===== src/rtl/core_pkg.sv =====
// core_pkg: shared types for the memory arbiter (response-tracker states, port identifiers)
package core_pkg;
    typedef enum logic [1:0] {IDLE, RESP_IF, RESP_DM} arb_state_t;
    typedef enum logic {PORT_IF, PORT_DM} arb_port_t;
endpackage


===== src/rtl/arb_rr2.sv =====
// arb_rr2: two-way grant (req_if/req_dm + prio in, one-hot gnt_if/gnt_dm out); lone requester always wins, prio breaks ties
module arb_rr2
    import core_pkg::*;
(
    input  logic      req_if,
    input  logic      req_dm,
    input  arb_port_t prio,
    output logic      gnt_if,
    output logic      gnt_dm
);
    assign gnt_dm = req_dm && (!req_if || prio == PORT_DM);
    assign gnt_if = req_if && !gnt_dm;
endmodule


===== src/rtl/mem_arbiter.sv =====
// mem_arbiter: shares one single-port sync memory between fetch (if_*) and data (dm_*) ports; combinational grant, 1-cycle response via tracker (mem_* is the memory side)
module mem_arbiter
    import core_pkg::*;
#(
    parameter int ADDR_WIDTH = 32,
    parameter int DATA_WIDTH = 32
) (
    input  logic                    clk_i,
    input  logic                    rstn_i,
    input  logic                    if_req_i,
    input  logic [ADDR_WIDTH-1:0]   if_addr_i,
    output logic                    if_gnt_o,
    output logic                    if_rvalid_o,
    output logic [DATA_WIDTH-1:0]   if_rdata_o,
    input  logic                    dm_req_i,
    input  logic                    dm_we_i,
    input  logic [DATA_WIDTH/8-1:0] dm_be_i,
    input  logic [ADDR_WIDTH-1:0]   dm_addr_i,
    input  logic [DATA_WIDTH-1:0]   dm_wdata_i,
    output logic                    dm_gnt_o,
    output logic                    dm_rvalid_o,
    output logic [DATA_WIDTH-1:0]   dm_rdata_o,
    output logic                    mem_req_o,
    output logic                    mem_we_o,
    output logic [DATA_WIDTH/8-1:0] mem_be_o,
    output logic [ADDR_WIDTH-1:0]   mem_addr_o,
    output logic [DATA_WIDTH-1:0]   mem_wdata_o,
    input  logic [DATA_WIDTH-1:0]   mem_rdata_i
);
    arb_state_t state;
    arb_port_t  prio;
    logic       st_flag;
    arb_rr2 u_arb (
        .req_if (if_req_i && rstn_i),
        .req_dm (dm_req_i && rstn_i),
        .prio   (prio),
        .gnt_if (if_gnt_o),
        .gnt_dm (dm_gnt_o)
    );
    always_ff @(posedge clk_i or negedge rstn_i) begin
        if (!rstn_i) begin
            state   <= IDLE;
            prio    <= PORT_DM;
            st_flag <= 1'b0;
        end else begin
            state   <= if_gnt_o ? RESP_IF : dm_gnt_o ? RESP_DM : IDLE;
            prio    <= if_gnt_o ? PORT_DM : dm_gnt_o ? PORT_IF : prio;
            if (dm_gnt_o) st_flag <= dm_we_i;
        end
    end
    assign mem_req_o   = if_gnt_o || dm_gnt_o;
    assign mem_we_o    = dm_gnt_o && dm_we_i;
    assign mem_be_o    = dm_gnt_o ? dm_be_i : if_gnt_o ? '1 : '0;
    assign mem_addr_o  = dm_gnt_o ? dm_addr_i : if_gnt_o ? if_addr_i : '0;
    assign mem_wdata_o = dm_gnt_o ? dm_wdata_i : '0;
    assign if_rvalid_o = state == RESP_IF;
    assign dm_rvalid_o = state == RESP_DM;
    assign if_rdata_o  = if_rvalid_o ? mem_rdata_i : '0;
    assign dm_rdata_o  = (dm_rvalid_o && !st_flag) ? mem_rdata_i : '0;
endmodule


===== config.mk =====
export PLATFORM = sky130hd
export DESIGN_NAME = mem_arbiter
export DESIGN_NICKNAME = d
export VERILOG_FILES = /design/src/rtl/core_pkg.sv /design/src/rtl/arb_rr2.sv /design/src/rtl/mem_arbiter.sv
export SDC_FILE = /design/constraint.sdc
export NUM_CORES = 1
export LEC_CHECK = 0
export ABC_CLOCK_PERIOD_IN_PS = 4970
export CORE_AREA = 2 2 107 109
export DETAILED_ROUTE_END_ITERATION = 10
export DIE_AREA = 0 0 109 111
export HOLD_SLACK_MARGIN = 0.06
export PLACE_DENSITY = 0.7
export SYNTH_ARGS = -nofsm -noshare
export SYNTH_HDL_FRONTEND = slang
export SYNTH_SLANG_ARGS = --single-unit

===== constraint.sdc =====
create_clock -name clk_i -period 4.97 [get_ports clk_i]
set_input_delay 1.491 -clock clk_i [delete_from_list [all_inputs] [get_ports clk_i]]
set_output_delay 1.491 -clock clk_i [all_outputs]
set_load 0.005 [all_outputs]

# Yosys cells after proc, flatten, opt, wreduce, memory -nomap -nowiden
# Index checks and enable logic that the tools add are counted.
# W data, S select, Z words.
# totals
mem_bits_rw	0
latchBits	0
output_inout_bits	138
regBits	4
romBits	0
input_bits	137
word_cells	28
n_memories	0
# classes
addsub	0
reduce_logical	12
magnitude_cmp	0
n_div	0
shifts	0
muxes	11
n_bitwise	0
eq_ne	2
multipliers	0
# ops
operator	n
$mux W32	5
$mux W4	2
$logic_and A1 B1 Y1	6
$mux W2	2
$logic_not A1 Y1	3
$eq A2 B1 Y1 const B	1
$eq A2 B2 Y1 const B	1
$logic_or A1 B1 Y1	2
$mux W1	2
$reduce_bool A2 Y1	1

# Longest topological paths before layout
# Gate-level depths: netlist of the first run.
# logic_depth
word_depth	8
mapped_depth	5
depth_no_buf	3

# Modules after synthesis
# Synthesis of the first run repeated with hierarchy kept, for this count alone.
# hier_totals
hier_cells	169
hier_area_um2	1242.4
# modules_own_cells
mod	area_per_inst_um2	cells_per_inst	instances	seq_area_each_um2
mem_arbiter	1223.7	166	1	101.3
arb_rr2	18.8	3	1	0.0

# Worst setup path before layout of the first run
# Ideal clock, no wire load.
# synth_path
path_type	input-to-output
start	input dm_req_i
end	output mem_wdata_o[22]
n_path_buf	3
t_required_ns	3.479
slack_ns	1.292
t_arrival_ns	2.187
cell_stages	5
path_cell_list	buf_2 > and3_1 > buf_6 > buf_6 > and2_1
# synth_via
elab_chain_len	3
# synth_lines
element	line_no	source
start: declaration	mem_arbiter.sv:15	input logic dm_req_i,
$logic_and A1 B1 Y1	mem_arbiter.sv:35	.req_dm (dm_req_i && rstn_i),
$logic_and A1 B1 Y1	arb_rr2.sv:11	assign gnt_dm = req_dm && (!req_if || prio == PORT_DM);
via dm_gnt_o	mem_arbiter.sv:20	output logic dm_gnt_o,
$mux W32	mem_arbiter.sv:55	assign mem_wdata_o = dm_gnt_o ? dm_wdata_i : '0;
end: declaration	mem_arbiter.sv:27	output logic [DATA_WIDTH-1:0] mem_wdata_o,
# The timed path passes the listed nets, and every way through them passes these cells.

# Final worst setup path of the first run
# layout_path
start	input dm_req_i
end	output mem_wdata_o[8]
# layout_via
elab_chain_len	3
# layout_lines
element	line_no
$logic_and A1 B1 Y1	mem_arbiter.sv:35
$logic_and A1 B1 Y1	arb_rr2.sv:11
$mux W32	mem_arbiter.sv:55
# No other way between the ends.

==> flow_summary.json, run 1 <==
{
  "async_reset_ff_frac": 1.00,
  "setup_tns_ps": 0,
  "synthCells": 246,
  "period_minus_slack_ps": 4790,
  "cts_buffers": 3,
  "vias": 2611,
  "io_buffer_count": 274,
  "rrSetupSlack_ps": 3310,
  "maxCapViolCount": 0,
  "critPathLaunchType": "primary input",
  "r2r-end": "st_flag$_DFFE_PN0P_",
  "die_width_um": 109,
  "start_util": 0.128,
  "ys_seq_area_frac": 0.0717,
  "yosys_register_bits": 4,
  "final_max_slew_viol_count": 0,
  "cts.path.max_buffers": 2,
  "rsz0062_at_grt": "false",
  "cts_tree": "yes",
  "crit_type": "in2out",
  "nFillCells": 1154,
  "synth_area_leader_cell": "and2_1",
  "drive_gt1_frac": 0.0257,
  "r2r_start": "prio$_DFFE_PN1P_",
  "max_freq_mhz": 209,
  "overflow": 0,
  "ys_types": 19,
  "die_h_um": 111,
  "diodes": 0,
  "postCtsHoldBufs": 0,
  "hold_end": "st_flag$_DFFE_PN0P_",
  "min-delay-start": "st_flag$_DFFE_PN0P_",
  "core_area_sq_mm": 0.0111,
  "cp_data_required_time_ps": 3480,
  "critPathArrivalTime_ps": 3290,
  "status": "complete, no violations",
  "clk_pin_slew_ps": 30,
  "syn_avg_cell_area_sq_um": 5.74,
  "p_per_area_mw_per_mm2": 120,
  "stdcell_count": 648,
  "row_count": 39,
  "drt_first_pass_iters": 4,
  "first_iter_violations": 135,
  "post-route-util": 0.392,
  "hp-class": "reg2reg",
  "synth_ff_type": "dfrtp_1",
  "fin_skew_ps": 3.49,
  "critPathMaxStageDelay_ps": 640,
  "synth.most_common_cell": "and2_1",
  "p_leak_nw": 1.67,
  "yosys-top-cells-area": "and2_1, nand2_1, o22ai_1",
  "wl_per_cell_um": 13.6,
  "routed_via_density": 4.03,
  "endpoint_kind": "output port",
  "synth.top_cell.area_share": 0.430,
  "post_cts_resized": 0,
  "ys_warn_count": 0,
  "post-route-drc-count": 0,
  "finalWirelength_mm": 8.84,
  "vdd_drop_max_v": 0.0000928,
  "crit_fanout": 35,
  "cts_sinks": 4,
  "relSlewSlack": 0.511,
  "grt_max_degree": 68,
  "place.detailed.hpwl_mm": 7.62,
  "io_pins": 275,
  "cts-htree-levels": 1,
  "syn_nets": 383,
  "root_buffer": "clkbuf_16",
  "crit_chain": "clkdlybuf4s50_1, and3_1, buf_4, and2_1, clkdlybuf4s50_1",
  "synth-edff-count": 0,
  "worst_slew_pin_slew_ps": 734,
  "fin_nets": 643,
  "ant_nets": 0,
  "cp_num_buf_inv": 3,
  "place.gp.congestion": 0.798,
  "dieArea_sq_mm": 0.0121,
  "setup_violations": 0,
  "fin_crit_sh": 0.963,
  "grt_first_pass_wirelength_mm": 12.6,
  "ys_top_cells_by_count": "and2_1, nand2_1, o22ai_1",
  "holdPathStages": 1,
  "finalPower_uw": 519,
  "grt_util_all_layers": 0.132,
  "cp_top_family": "buffers and inverters",
  "dp_cells": 644,
  "cp_common_cell": "clkdlybuf4s50_1",
  "first_global_vias": 2463,
  "hold_viol_final": 0,
  "area.growth.synth_to_final_pct": 207,
  "cp_slowest_cell": "clkdlybuf4s50_1",
  "antenna_found_initial": 0,
  "synth_area_sq_mm": 0.00141,
  "reg2reg_depth": 5,
  "clock_latency_ps": 230,
  "cts_setup_buffers": 0
}
==> worst max-delay path by stage <==
stage          startpoint              end  slack, ps  cells past startpoint
2_1_floorplan    dm_req_i  mem_wdata_o[22]       1290                      5
3_3_place_gp     dm_req_i   mem_wdata_o[8]        250                      5
3_5_place_dp     dm_req_i    mem_addr_o[2]        190                      6
4_1_cts          dm_req_i   mem_wdata_o[8]        180                      5
5_1_grt          dm_req_i   mem_wdata_o[8]         90                      5
6_report         dm_req_i   mem_wdata_o[8]        180                      5
==> where the power goes <==
group          switching [mW]  internal, mW  leakage [nW]  total, mW
Clock                  0.0236         0.106        0.0382      0.130
Sequential            0.00268        0.0385        0.0486     0.0411
Combinational           0.115         0.233          1.58      0.349
==> metal layers <==
| layer | vias to the layer above | global-route usage | part of all wire |
|---|---|---|---|
| li1 | 1314 | - | - |
| met1 | 1140 | 0.127 | 0.35 |
| met2 | 147 | 0.255 | 0.52 |
| met3 | 10 | 0.0423 | 0.11 |
| met4 | 0 | 0.0427 | 0.020 |
| met5 | - | 0 | 0 |
==> cell usage in the layout, fill, tap and decap left out, drive strengths merged <==
cell type / netlist / routed
nor2: 3 / 3
nand2: 71 / 71
buf: 15 / 7
mux2: 1 / 1
dfrtp: 3 / 3
nor2b: 2 / 2
o22ai: 32 / 32
a31oi: 1 / 1
clkdlybuf4s50: 0 / 273
clkbuf: 10 / 4
and2b: 1 / 1
inv: 1 / 1
and2: 97 / 97
and3: 2 / 2
dfstp: 1 / 1
nand2b: 1 / 1
a21oi: 5 / 5
==> per-stage QoR <==
step | instance area [sq um] | setup WS (ps) | hold WS, ps
3_5_place_dp | 4260 | 190 | 500
5_1_grt | 4340 | 86.0 | 539
6_report | 4340 | 184 | 504
2_1_floorplan | 1410 | 1290 | 475
4_1_cts | 4340 | 178 | 513
3_3_place_gp | 4260 | 247 | 505
==> area by class of cell <==
cell class	count	area [sq um]	share of cell area
inverter	1	3.75	0.000864
tap	143	179	0.0412
clock buffer	4	78.8	0.0182
multi-input combinational	216	1170	0.270
timing repair buffer	280	2810	0.646
sequential	4	101	0.0233
==> cells by family after synthesis <==
group | share of synthesized area
muxes | 0.0106
AOI/OAI and AO/OA | 0.164
buffers and inverters | 0.0983
DFF | 0.0717
and+or+nand+nor | 0.655
==> state kept, by name, indices dropped and copies added, names as in the netlist <==
name / count
prio: 1
state: 2
st_flag: 1
Note: power is estimated with default switching activity, not from simulation.
==> run 2: changes to the inputs <==
--- a/config.mk
+++ b/config.mk
@@ -5,12 +5,13 @@
 export SDC_FILE = /design/constraint.sdc
 export NUM_CORES = 1
 export LEC_CHECK = 0
-export ABC_CLOCK_PERIOD_IN_PS = 4970
-export CORE_AREA = 2 2 107 109
+export ABC_CLOCK_PERIOD_IN_PS = 4300
+export CORE_AREA = 2 2 106 108
 export DETAILED_ROUTE_END_ITERATION = 10
-export DIE_AREA = 0 0 109 111
+export DIE_AREA = 0 0 108 110
 export HOLD_SLACK_MARGIN = 0.06
-export PLACE_DENSITY = 0.7
+export PLACE_DENSITY = 0.73
+export SLEW_MARGIN = 15
 export SYNTH_ARGS = -nofsm -noshare
 export SYNTH_HDL_FRONTEND = slang
 export SYNTH_SLANG_ARGS = --single-unit
==> constraint.sdc (replaced) <==
create_clock -name clk_i -period 4.3 [get_ports clk_i]
set_input_delay 1.29 -clock clk_i [delete_from_list [all_inputs] [get_ports clk_i]]
set_output_delay 1.29 -clock clk_i [all_outputs]
set_load 0.005 [all_outputs]
==> flow_summary.json, run 2 (synthesized netlist as in run 1, its figures left out) <==
{
  "overflow": 0,
  "die_h_um": 110,
  "row_count": 38,
  "vdd_drop_max_v": 0.0000992,
  "p_leak_nw": 1.68,
  "final_max_slew_viol_count": 0,
  "area.growth.synth_to_final_pct": 208,
  "cts.path.max_buffers": 2,
  "diodes": 0,
  "status": "complete, no violations",
  "cp_data_required_time_ps": 3010,
  "place.detailed.hpwl_mm": 7.42,
  "reg2reg_depth": 4,
  "post-route-drc-count": 0,
  "relSlewSlack": 0.500,
  "cp_num_buf_inv": 3,
  "max_freq_mhz": 236,
  "hp-class": "reg2reg",
  "setup_tns_ps": 0,
  "largest_register_ffs": 2,
  "core_area_sq_mm": 0.0107,
  "setup_violations": 0,
  "start_util": 0.132,
  "p_per_area_mw_per_mm2": 125,
  "regMostFlops": "state",
  "routed_via_density": 4.03,
  "fin_nets": 645,
  "dp_slack_ps": 35.0,
  "clock_latency_ps": 220,
  "final_common_cell": "clkdlybuf4s50_1",
  "worst_slack_ps": 68.5,
  "first_global_vias": 2430,
  "hold_viol_final": 0,
  "io_buffer_count": 274,
  "cts_sinks": 4,
  "ant_nets": 0,
  "die_width_um": 108,
  "critPathLaunchType": "primary input",
  "crit_cells": 5,
  "r2r_start": "prio$_DFFE_PN1P_",
  "dp_cells": 642,
  "wl_per_cell_um": 13.4,
  "r2r-end": "st_flag$_DFFE_PN0P_",
  "maxCapViolCount": 0,
  "postCtsHoldBufs": 0,
  "critPathMaxStageDelay_ps": 570,
  "critPathArrivalTime_ps": 2940,
  "stdcell_count": 647,
  "cp_top_family": "buffers and inverters",
  "cp_common_cell": "clkdlybuf4s50_1",
  "grt_first_pass_wirelength_mm": 12.0,
  "crit_fanout": 35,
  "fin_skew_ps": 1.09,
  "antenna_found_initial": 0,
  "nFillCells": 1114,
  "cts-htree-levels": 1,
  "crit_chain": "clkdlybuf4s50_1, and3_1, buf_12, and2_1, clkdlybuf4s50_1",
  "crit_type": "in2out",
  "crit_end": "mem_wdata_o[28]",
  "first_iter_violations": 114,
  "post-route-util": 0.406,
  "drt_first_pass_iters": 4,
  "grt_max_degree": 73,
  "drive_gt1_frac": 0.0296,
  "vias": 2606,
  "worst_slew_pin_slew_ps": 750,
  "cts_tree": "yes",
  "place.gp.congestion": 0.831,
  "clk_pin_slew_ps": 40,
  "root_buffer": "clkbuf_8",
  "period_minus_slack_ps": 4230,
  "cp_slowest_cell": "clkdlybuf4s50_1",
  "dieArea_sq_mm": 0.0119,
  "finalWirelength_mm": 8.70,
  "grt_util_all_layers": 0.126,
  "io_pins": 275,
  "reg_top3": "state (2), prio (1), st_flag (1)",
  "fin_crit_sh": 0.984,
  "rrSetupSlack_ps": 2780,
  "startpoint": "dm_req_i",
  "endpoint_kind": "output port",
  "finalPower_uw": 546,
  "rsz0062_at_grt": "false",
  "cts_buffers": 3,
  "final_cell_mix": "clkdlybuf4s50_1, and2_1, nand2_1"
}
==> run 2: changes by cell type in the layout (fill, tap and decap cells not counted), sizes merged <==
cell	delta
clkdlybuf4s50	-1
buf	+2
dlymetal6s2s	+1
==> run 2: area by class of cell <==
class / instances / area (sq um) / area share
clock buffers: 4 / 45.0 / 0.0104
inverters: 1 / 3.75 / 0.000863
multi-input cells: 216 / 1170 / 0.270
flip-flops and latches: 4 / 101 / 0.0233
well taps: 140 / 175 / 0.0403
repair buffers: 282 / 2850 / 0.656
==> run 2: layer usage <==
metal	up-vias	GRT usage	routed length, um
met4	0	0.0339	194
li1	1316	-	-
met2	142	0.237	4380
met3	16	0.0370	853
met5	-	0	0
met1	1132	0.136	3270
==> run 2: report_power, final <==
group	internal (mW)	switching (mW)	total, mW
sequential	0.0444	0.00318	0.0476
combinational	0.276	0.134	0.410
clock	0.0637	0.0244	0.0881
==> run 2: through the flow <==
| step | hold WS (ps) | area [sq um] |
|---|---|---|
| final | 509 | 4350 |
| after CTS | 514 | 4340 |
| after global placement | 491 | 4290 |
| after floorplan | 475 | 1410 |
| after global routing | 551 | 4350 |
| after detailed placement | 500 | 4290 |
==> run 2: worst min-delay path by stage <==
stage / startpoint / end / cells past startpoint
2_1_floorplan: st_flag$_DFFE_PN0P_ / st_flag$_DFFE_PN0P_ / 1
3_3_place_gp: st_flag$_DFFE_PN0P_ / st_flag$_DFFE_PN0P_ / 1
3_5_place_dp: st_flag$_DFFE_PN0P_ / st_flag$_DFFE_PN0P_ / 1
4_1_cts: st_flag$_DFFE_PN0P_ / st_flag$_DFFE_PN0P_ / 1
5_1_grt: st_flag$_DFFE_PN0P_ / st_flag$_DFFE_PN0P_ / 1
6_report: st_flag$_DFFE_PN0P_ / st_flag$_DFFE_PN0P_ / 1
==> run 2: timing repair <==
item	4_1_cts	5_1_grt
hold endpoints to repair	0	0
gates resized for setup	0	1
setup endpoints to repair	0	33
setup buffers	0	1
==> run 3: changes to the inputs <==
--- a/config.mk
+++ b/config.mk
@@ -10,6 +10,7 @@
 export DETAILED_ROUTE_END_ITERATION = 10
 export DIE_AREA = 0 0 108 110
 export HOLD_SLACK_MARGIN = 0.06
+export MAX_ROUTING_LAYER = met4
 export PLACE_DENSITY = 0.73
 export SLEW_MARGIN = 15
 export SYNTH_ARGS = -nofsm -noshare
==> flow_summary.json, run 3 (synthesized netlist as in run 1, its figures left out) <==
{
  "largest_register_ffs": 2,
  "min-delay-start": "st_flag$_DFFE_PN0P_",
  "crit_chain": "clkdlybuf4s50_1, and3_1, buf_12, and2_1, clkdlybuf4s50_1",
  "period_minus_slack_ps": 4240,
  "grt_max_degree": 73,
  "p_per_area_mw_per_mm2": 125,
  "grt_util_all_layers": 0.129,
  "wl_per_cell_um": 13.5,
  "p_leak_nw": 1.68,
  "nFillCells": 1114,
  "crit_type": "in2out",
  "reg_top3": "state (2), prio (1), st_flag (1)",
  "fin_nets": 645,
  "cts_buffers": 3,
  "overflow": 0,
  "core_area_sq_mm": 0.0107,
  "routed_via_density": 4.05,
  "area.growth.synth_to_final_pct": 208,
  "cp_num_buf_inv": 3,
  "cp_top_family": "buffers and inverters",
  "setup_violations": 0,
  "io_pins": 275,
  "die_h_um": 110,
  "hold_end": "st_flag$_DFFE_PN0P_",
  "stdcell_count": 647,
  "row_count": 38,
  "dp_cells": 642,
  "cts_tree": "yes",
  "worst_slew_pin_slew_ps": 749,
  "first_global_vias": 2425,
  "relSlewSlack": 0.501,
  "final_max_slew_viol_count": 0,
  "cp_data_required_time_ps": 3010,
  "multiInputGateArea_sq_mm": 0.00117,
  "r2r_start": "prio$_DFFE_PN1P_",
  "fin_crit_sh": 0.985,
  "place.gp.congestion": 0.844,
  "dp_slack_ps": 35.0,
  "regMostFlops": "state",
  "placed_area_sq_mm": 0.00429,
  "final-seq-area_sq_um": 101,
  "fin_hold_ws_ps": 509,
  "cts_sinks": 4,
  "final_cell_mix": "clkdlybuf4s50_1, and2_1, nand2_1",
  "diodes": 0,
  "place.detailed.hpwl_mm": 7.42,
  "first_iter_violations": 130,
  "root_buffer": "clkbuf_8",
  "fin_skew_ps": 1.51,
  "post-route-drc-count": 0,
  "final_common_cell": "clkdlybuf4s50_1",
  "final_cell_area_sq_mm": 0.00435,
  "worst_slack_ps": 63.4,
  "r2r-end": "st_flag$_DFFE_PN0P_",
  "clock_latency_ps": 220,
  "clk_pin_slew_ps": 40,
  "status": "complete, no violations",
  "cp_slowest_cell": "clkdlybuf4s50_1",
  "critPathMaxStageDelay_ps": 570,
  "drt_first_pass_iters": 4,
  "rrSetupSlack_ps": 2780,
  "cts-htree-levels": 1,
  "reg2reg_depth": 4,
  "critPathArrivalTime_ps": 2950,
  "post-route-util": 0.406,
  "die_width_um": 108,
  "critPathLaunchType": "primary input",
  "io_buffer_count": 274,
  "antenna_found_initial": 0,
  "max_freq_mhz": 236,
  "maxCapViolCount": 0,
  "crit_fanout": 35,
  "hold_viol_final": 0,
  "setup_tns_ps": 0,
  "grt_first_pass_wirelength_mm": 12.0,
  "holdPathStages": 1,
  "ant_nets": 0,
  "cts.path.max_buffers": 2,
  "finalPower_uw": 546,
  "vdd_drop_max_v": 0.0000989,
  "postCtsHoldBufs": 0,
  "dieArea_sq_mm": 0.0119,
  "finalWirelength_mm": 8.72,
  "rsz0062_at_grt": "false",
  "endpoint_kind": "output port",
  "hp-class": "reg2reg",
  "cp_common_cell": "clkdlybuf4s50_1",
  "start_util": 0.132,
  "drive_gt1_frac": 0.0296,
  "vias": 2618
}
==> run 3: worst max path at each step <==
stage | end | depth (start not counted) | startpoint | slack (ps)
after CTS | mem_wdata_o[20] | 6 | if_req_i | 30
after global placement | mem_wdata_o[5] | 6 | if_req_i | 110
final | mem_wdata_o[20] | 5 | dm_req_i | 60
after global routing | mem_wdata_o[28] | 5 | dm_req_i | 4
after floorplan | mem_wdata_o[22] | 5 | dm_req_i | 1020
after detailed placement | mem_wdata_o[20] | 6 | if_req_i | 30
==> run 3: timing repair <==
| item | 4_1_cts | 5_1_grt |
|---|---|---|
| resized for setup | 0 | 1 |
| buffers inserted | 0 | 1 |
| endpoints found under the setup margin | 0 | 33 |
==> run 3: routing by layer <==
| metal | up-vias | wire (um) | track usage |
|---|---|---|---|
| li1 | 1317 | - | - |
| met5 | - | 0 | - |
| met2 | 140 | 4440 | 0.239 |
| met1 | 1147 | 3310 | 0.140 |
| met3 | 14 | 790 | 0.0312 |
| met4 | 0 | 174 | 0.0321 |
==> run 3: area by class of cell <==
| class | count | share of cell area |
|---|---|---|
| timing repair buffer | 282 | 0.656 |
| tap | 140 | 0.0403 |
| inverter | 1 | 0.000863 |
| sequential | 4 | 0.0233 |
| clock buffer | 4 | 0.0104 |
| multi-input combinational | 216 | 0.270 |
==> run 3: power breakdown <==
group / internal (mW) / switching (mW) / total (mW)
Clock: 0.0637 / 0.0242 / 0.0880
Sequential: 0.0444 / 0.00318 / 0.0476
Combinational: 0.276 / 0.134 / 0.410
Total: 0.384 / 0.161 / 0.546
==> RTL edit 1 (flow settings as in run 2) <==
Encoding of `arb_state_t`: now one-hot (3 bits for 3 states).
--- a/src/rtl/core_pkg.sv
+++ b/src/rtl/core_pkg.sv
@@ -1,5 +1,5 @@
 // core_pkg: shared types for the memory arbiter (response-tracker states, port identifiers)
 package core_pkg;
-    typedef enum logic [1:0] {IDLE, RESP_IF, RESP_DM} arb_state_t;
+    typedef enum logic [2:0] {IDLE = 3'b001, RESP_IF = 3'b010, RESP_DM = 3'b100} arb_state_t;
     typedef enum logic {PORT_IF, PORT_DM} arb_port_t;
 endpackage
Check against the original RTL: no difference found for any inputs over 10 cycles, from zero or initial values and one cycle with rstn_i low; not proved beyond that.
==> RTL edit 1 against run 2 <==
  * Via count rose by 1.3%
  * Routed wire length rose by 3.0%
  * Power fell by 4.3%
  * Largest cell class unchanged
  * Sequential cell count rose by 1
  * Area after synthesis rose by 4.2%
  * Combinational power fell by 9.0%
  * Design area rose by 2.6%
  * Highest routed layer unchanged
  * Critical endpoint is now mem_addr_o[31]
  * Setup slack improved by 0.034 ns
  * Clock skew rose by 0.0054 ns
==> RTL edit 1: results (changes against run 2) <==
* Run status: finished clean (unchanged)
* Largest cells by area after synthesis: and2_1 41%, nand2_1 18%, o22ai_1 14% (was and2_1 43%, nand2_1 19%, o22ai_1 14%)
* Routed len/inst at 13.7 µm (was 13.4 µm)
* Initial DRC count at 144 (was 114)
* Ys flop type: dfrtp_1 (unchanged)
* CP max-delay cell: clkdlybuf4s50_1 (unchanged)
* Seq/Total Area, Yosys at 0.0867 (was 0.0717)
* Flop2flop setup slack at 2.74 ns (was 2.78 ns)
* GP Congestion at 0.758 (was 0.831)
* Final clock skew at 0.00645 ns (was 0.00109 ns)
* CP Launch Type: input pin (unchanged)
* Clk slew on worst S/H paths at 0.04 ns (about the same)
* Biggest cell delay along the critical path at 0.53 ns (was 0.57 ns)
* Hold Crit Start: prio$_DFFE_PN1N_ (was st_flag$_DFFE_PN0P_)
* Vias at 2639 (was 2606)
* WP data arrival at 2.91 ns (was 2.94 ns)
* M1 WL at 3.31 mm (was 3.27 mm)
* Detailed Place HPWL at 7.66 mm (was 7.42 mm)
* CTS Buf Count at 3 (unchanged)
* Routed length on met2 at 4.62 mm (was 4.38 mm)
* Least-Margin Pin Slew at 0.239 ns (was 0.750 ns)
* First-pass GRT wire length at 12.2 mm (was 12.0 mm)
* Warnings from Yosys at 0 (unchanged)
* Peak VDD IR at 0.0000812 V (was 0.0000992 V)
* Biggest registers after layout: state (3), prio (1), st_flag (1) (was state (2), prio (1), st_flag (1))
* Met3 wire length at 829 µm (was 853 µm)
* R2R Path Start: prio$_DFFE_PN1N_ (was prio$_DFFE_PN1P_)
* Clock latency on the worst-skew pair at 0.22 ns (about the same)
* CTS Root Cell: clkbuf_8 (unchanged)
* Mapped Nets at 385 (was 383)
* Commonest cells post-synth: 97 x and2_1, 70 x nand2_1, 32 x o22ai_1 (unchanged)
* Syn Area/Cell at 5.93 µm² (was 5.74 µm²)
* Port Buf Inserts at 274 (unchanged)
* Critical path peak fanout at 19 (was 35)
* Post-synthesis cell type count at 21 (was 19)
* P_leak at 1.73 nW (was 1.68 nW)
* GRT Overall Usage at 0.131 (was 0.126)
* Vias in the first global route at 2361 (was 2430)
* Critical Path Sink: mem_addr_o[31] (was mem_wdata_o[28])
* Reg2reg end: st_flag$_DFFE_PN0P_ (unchanged)
* FFs w/ async S/R, synth at 1.00 (unchanged)
* Initial antenna violation count at 1 (was 0)
* DRT Wirelength at 8.96 mm (was 8.70 mm)
* Pin count of the biggest net entering global routing at 56 (was 73)
* # H-tree levels at 1 (unchanged)
* Share of layout cells above drive strength 1 at 0.0488 (was 0.0296)
* Class of the worst hold path: register to register (unchanged)
* Placed Cells incl. Taps at 646 (was 642)
==> RTL edit 1: how the worst min path moves through the flow <==
stage                             to  slack (ns)  cells after the start
floorplan           prio$_DFFE_PN1N_        0.51                      2
detailed placement  prio$_DFFE_PN1N_        0.53                      2
finish              prio$_DFFE_PN1N_        0.53                      2
global route        prio$_DFFE_PN1N_        0.60                      2
global placement    prio$_DFFE_PN1N_        0.53                      2
CTS                 prio$_DFFE_PN1N_        0.53                      2
==> RTL edit 1: worst min-delay path: cells and delay by family, from the launching register on <==
kind            cells  cell delay (ns)
flops               1             0.37
compound gates      2             0.16
==> RTL edit 1: cells by family after synthesis <==
| kind of cell | Yosys count | share of synthesized area |
|---|---|---|
| simple gates | 177 | 0.645 |
| compound gates | 38 | 0.157 |
| buf+inv | 27 | 0.100 |
| flops | 5 | 0.0867 |
| mux | 1 | 0.0102 |
==> RTL edit 1: power breakdown <==
group / internal (mW) / switching (mW)
logic: 0.252 / 0.120
clock network: 0.0637 / 0.0244
registers: 0.0550 / 0.00622
total: 0.371 / 0.151
==> RTL edit 1: repair_timing <==
action,in CTS,in global routing
hold buffers,0,0
setup buffers,0,1
resized for setup,0,6
setup endpoints to repair,0,17
==> RTL edit 1: stage by stage <==
stage               power, mW  setup slack (ns)  instance area [µm²]
CTS                     0.522            0.0389                 4410
global placement        0.424            0.0962                 4360
finish                  0.522             0.103                 4460
detailed placement      0.430            0.0426                 4360
global route            0.558            0.0126                 4460
floorplan               0.170              1.02                 1470
==> RTL edit 1: routing by layer <==
| layer | vias to the layer above | global-route usage |
|---|---|---|
| li1 | 1326 | - |
| met1 | 1150 | 0.139 |
| met2 | 149 | 0.250 |
| met3 | 14 | 0.0341 |
| met4 | 0 | 0.0430 |
| met5 | - | 0 |
==> RTL edit 1: final cells by class <==
class / count / area, µm²
multi-input cells: 216 / 1210
flip-flops and latches: 5 / 128
well taps: 140 / 175
diodes: 1 / 2.50
fillers: 1064 / 6230
clock buffers: 4 / 45.0
inverters: 2 / 7.51
repair buffers: 285 / 2890
==> RTL edit 2 (settings of run 2) <==
Made on the original files. Change the parameter `DATA_WIDTH` from 32 to 64.
--- a/src/rtl/mem_arbiter.sv
+++ b/src/rtl/mem_arbiter.sv
@@ -4,5 +4,5 @@
 #(
     parameter int ADDR_WIDTH = 32,
-    parameter int DATA_WIDTH = 32
+    parameter int DATA_WIDTH = 64
 ) (
     input  logic                    clk_i,
Ports: changed (7 resized); port bits go from 275 to 443. The function was not compared with the original's and may differ.
==> RTL edit 2 against run 2 <==
  * The flow now stops in I/O pin placement (3_2_place_iop)
  * Area after synthesis up 49%
==> RTL edit 2: results (changes against run 2) <==
* Commonest cells post-synth: 193 x and2_1, 75 x nand2_1, 32 x o22ai_1 (was 97 x and2_1, 70 x nand2_1, 32 x o22ai_1)
* FFs w/ async S/R, synth at 1.00 (unchanged)
* Adder-cell share of the synthesized area at 0 (unchanged)
* Largest family of logic cells by synthesized area: simple AND/OR/NAND/NOR gates (unchanged)
* Largest cells by area after synthesis: and2_1 57%, nand2_1 13%, o22ai_1 9.5% (was and2_1 43%, nand2_1 19%, o22ai_1 14%)
* Mapped Nets at 567 (was 383)
* Post-synthesis cell type count at 22 (was 19)
* Xor/xnor share of the synthesized area at 0 (unchanged)
* FF+latch count, synth at 4 (unchanged)
* Post-synth EDFFs at 0 (unchanged)
* Compound-cell area share of the yosys netlist at 0.120 (was 0.164)
* Ys flop type: dfrtp_1 (unchanged)
* Run status: did not finish (was finished clean)
* Warnings from Yosys at 0 (unchanged)
* Tool error: [ERROR PPL-0024] Number of IO pins (443) exceeds maximum number of available positions (386). Increase the die perimeter from 436.00um to 602.48um.
* Post-Synthesis Cells at 362 (was 246)
* Seq/Total Area, Yosys at 0.0482 (was 0.0717)
* Multiplexer area fraction after synthesis at 0.00715 (was 0.0106)
* Row Count at 38 (unchanged)
* Fail Step: I/O pin placement (3_2_place_iop)
==> RTL edit 2: changes by cell type after synthesis, moves of 2 or more <==
cell | before | now
and2_1 | 97 | 193
a21oi_1 | 5 | 9
buf_2 | 9 | 7
nand2_1 | 70 | 75
clkbuf_1 | 10 | 20
buf_1 | 2 | 4
==> RTL edit 2: kinds of logic after synthesis <==
group,after synthesis
AO/OA/AOI/OAI,42
buffers and inverters,38
flip-flops,4
multiplexers,1
AND/OR/NAND/NOR,277
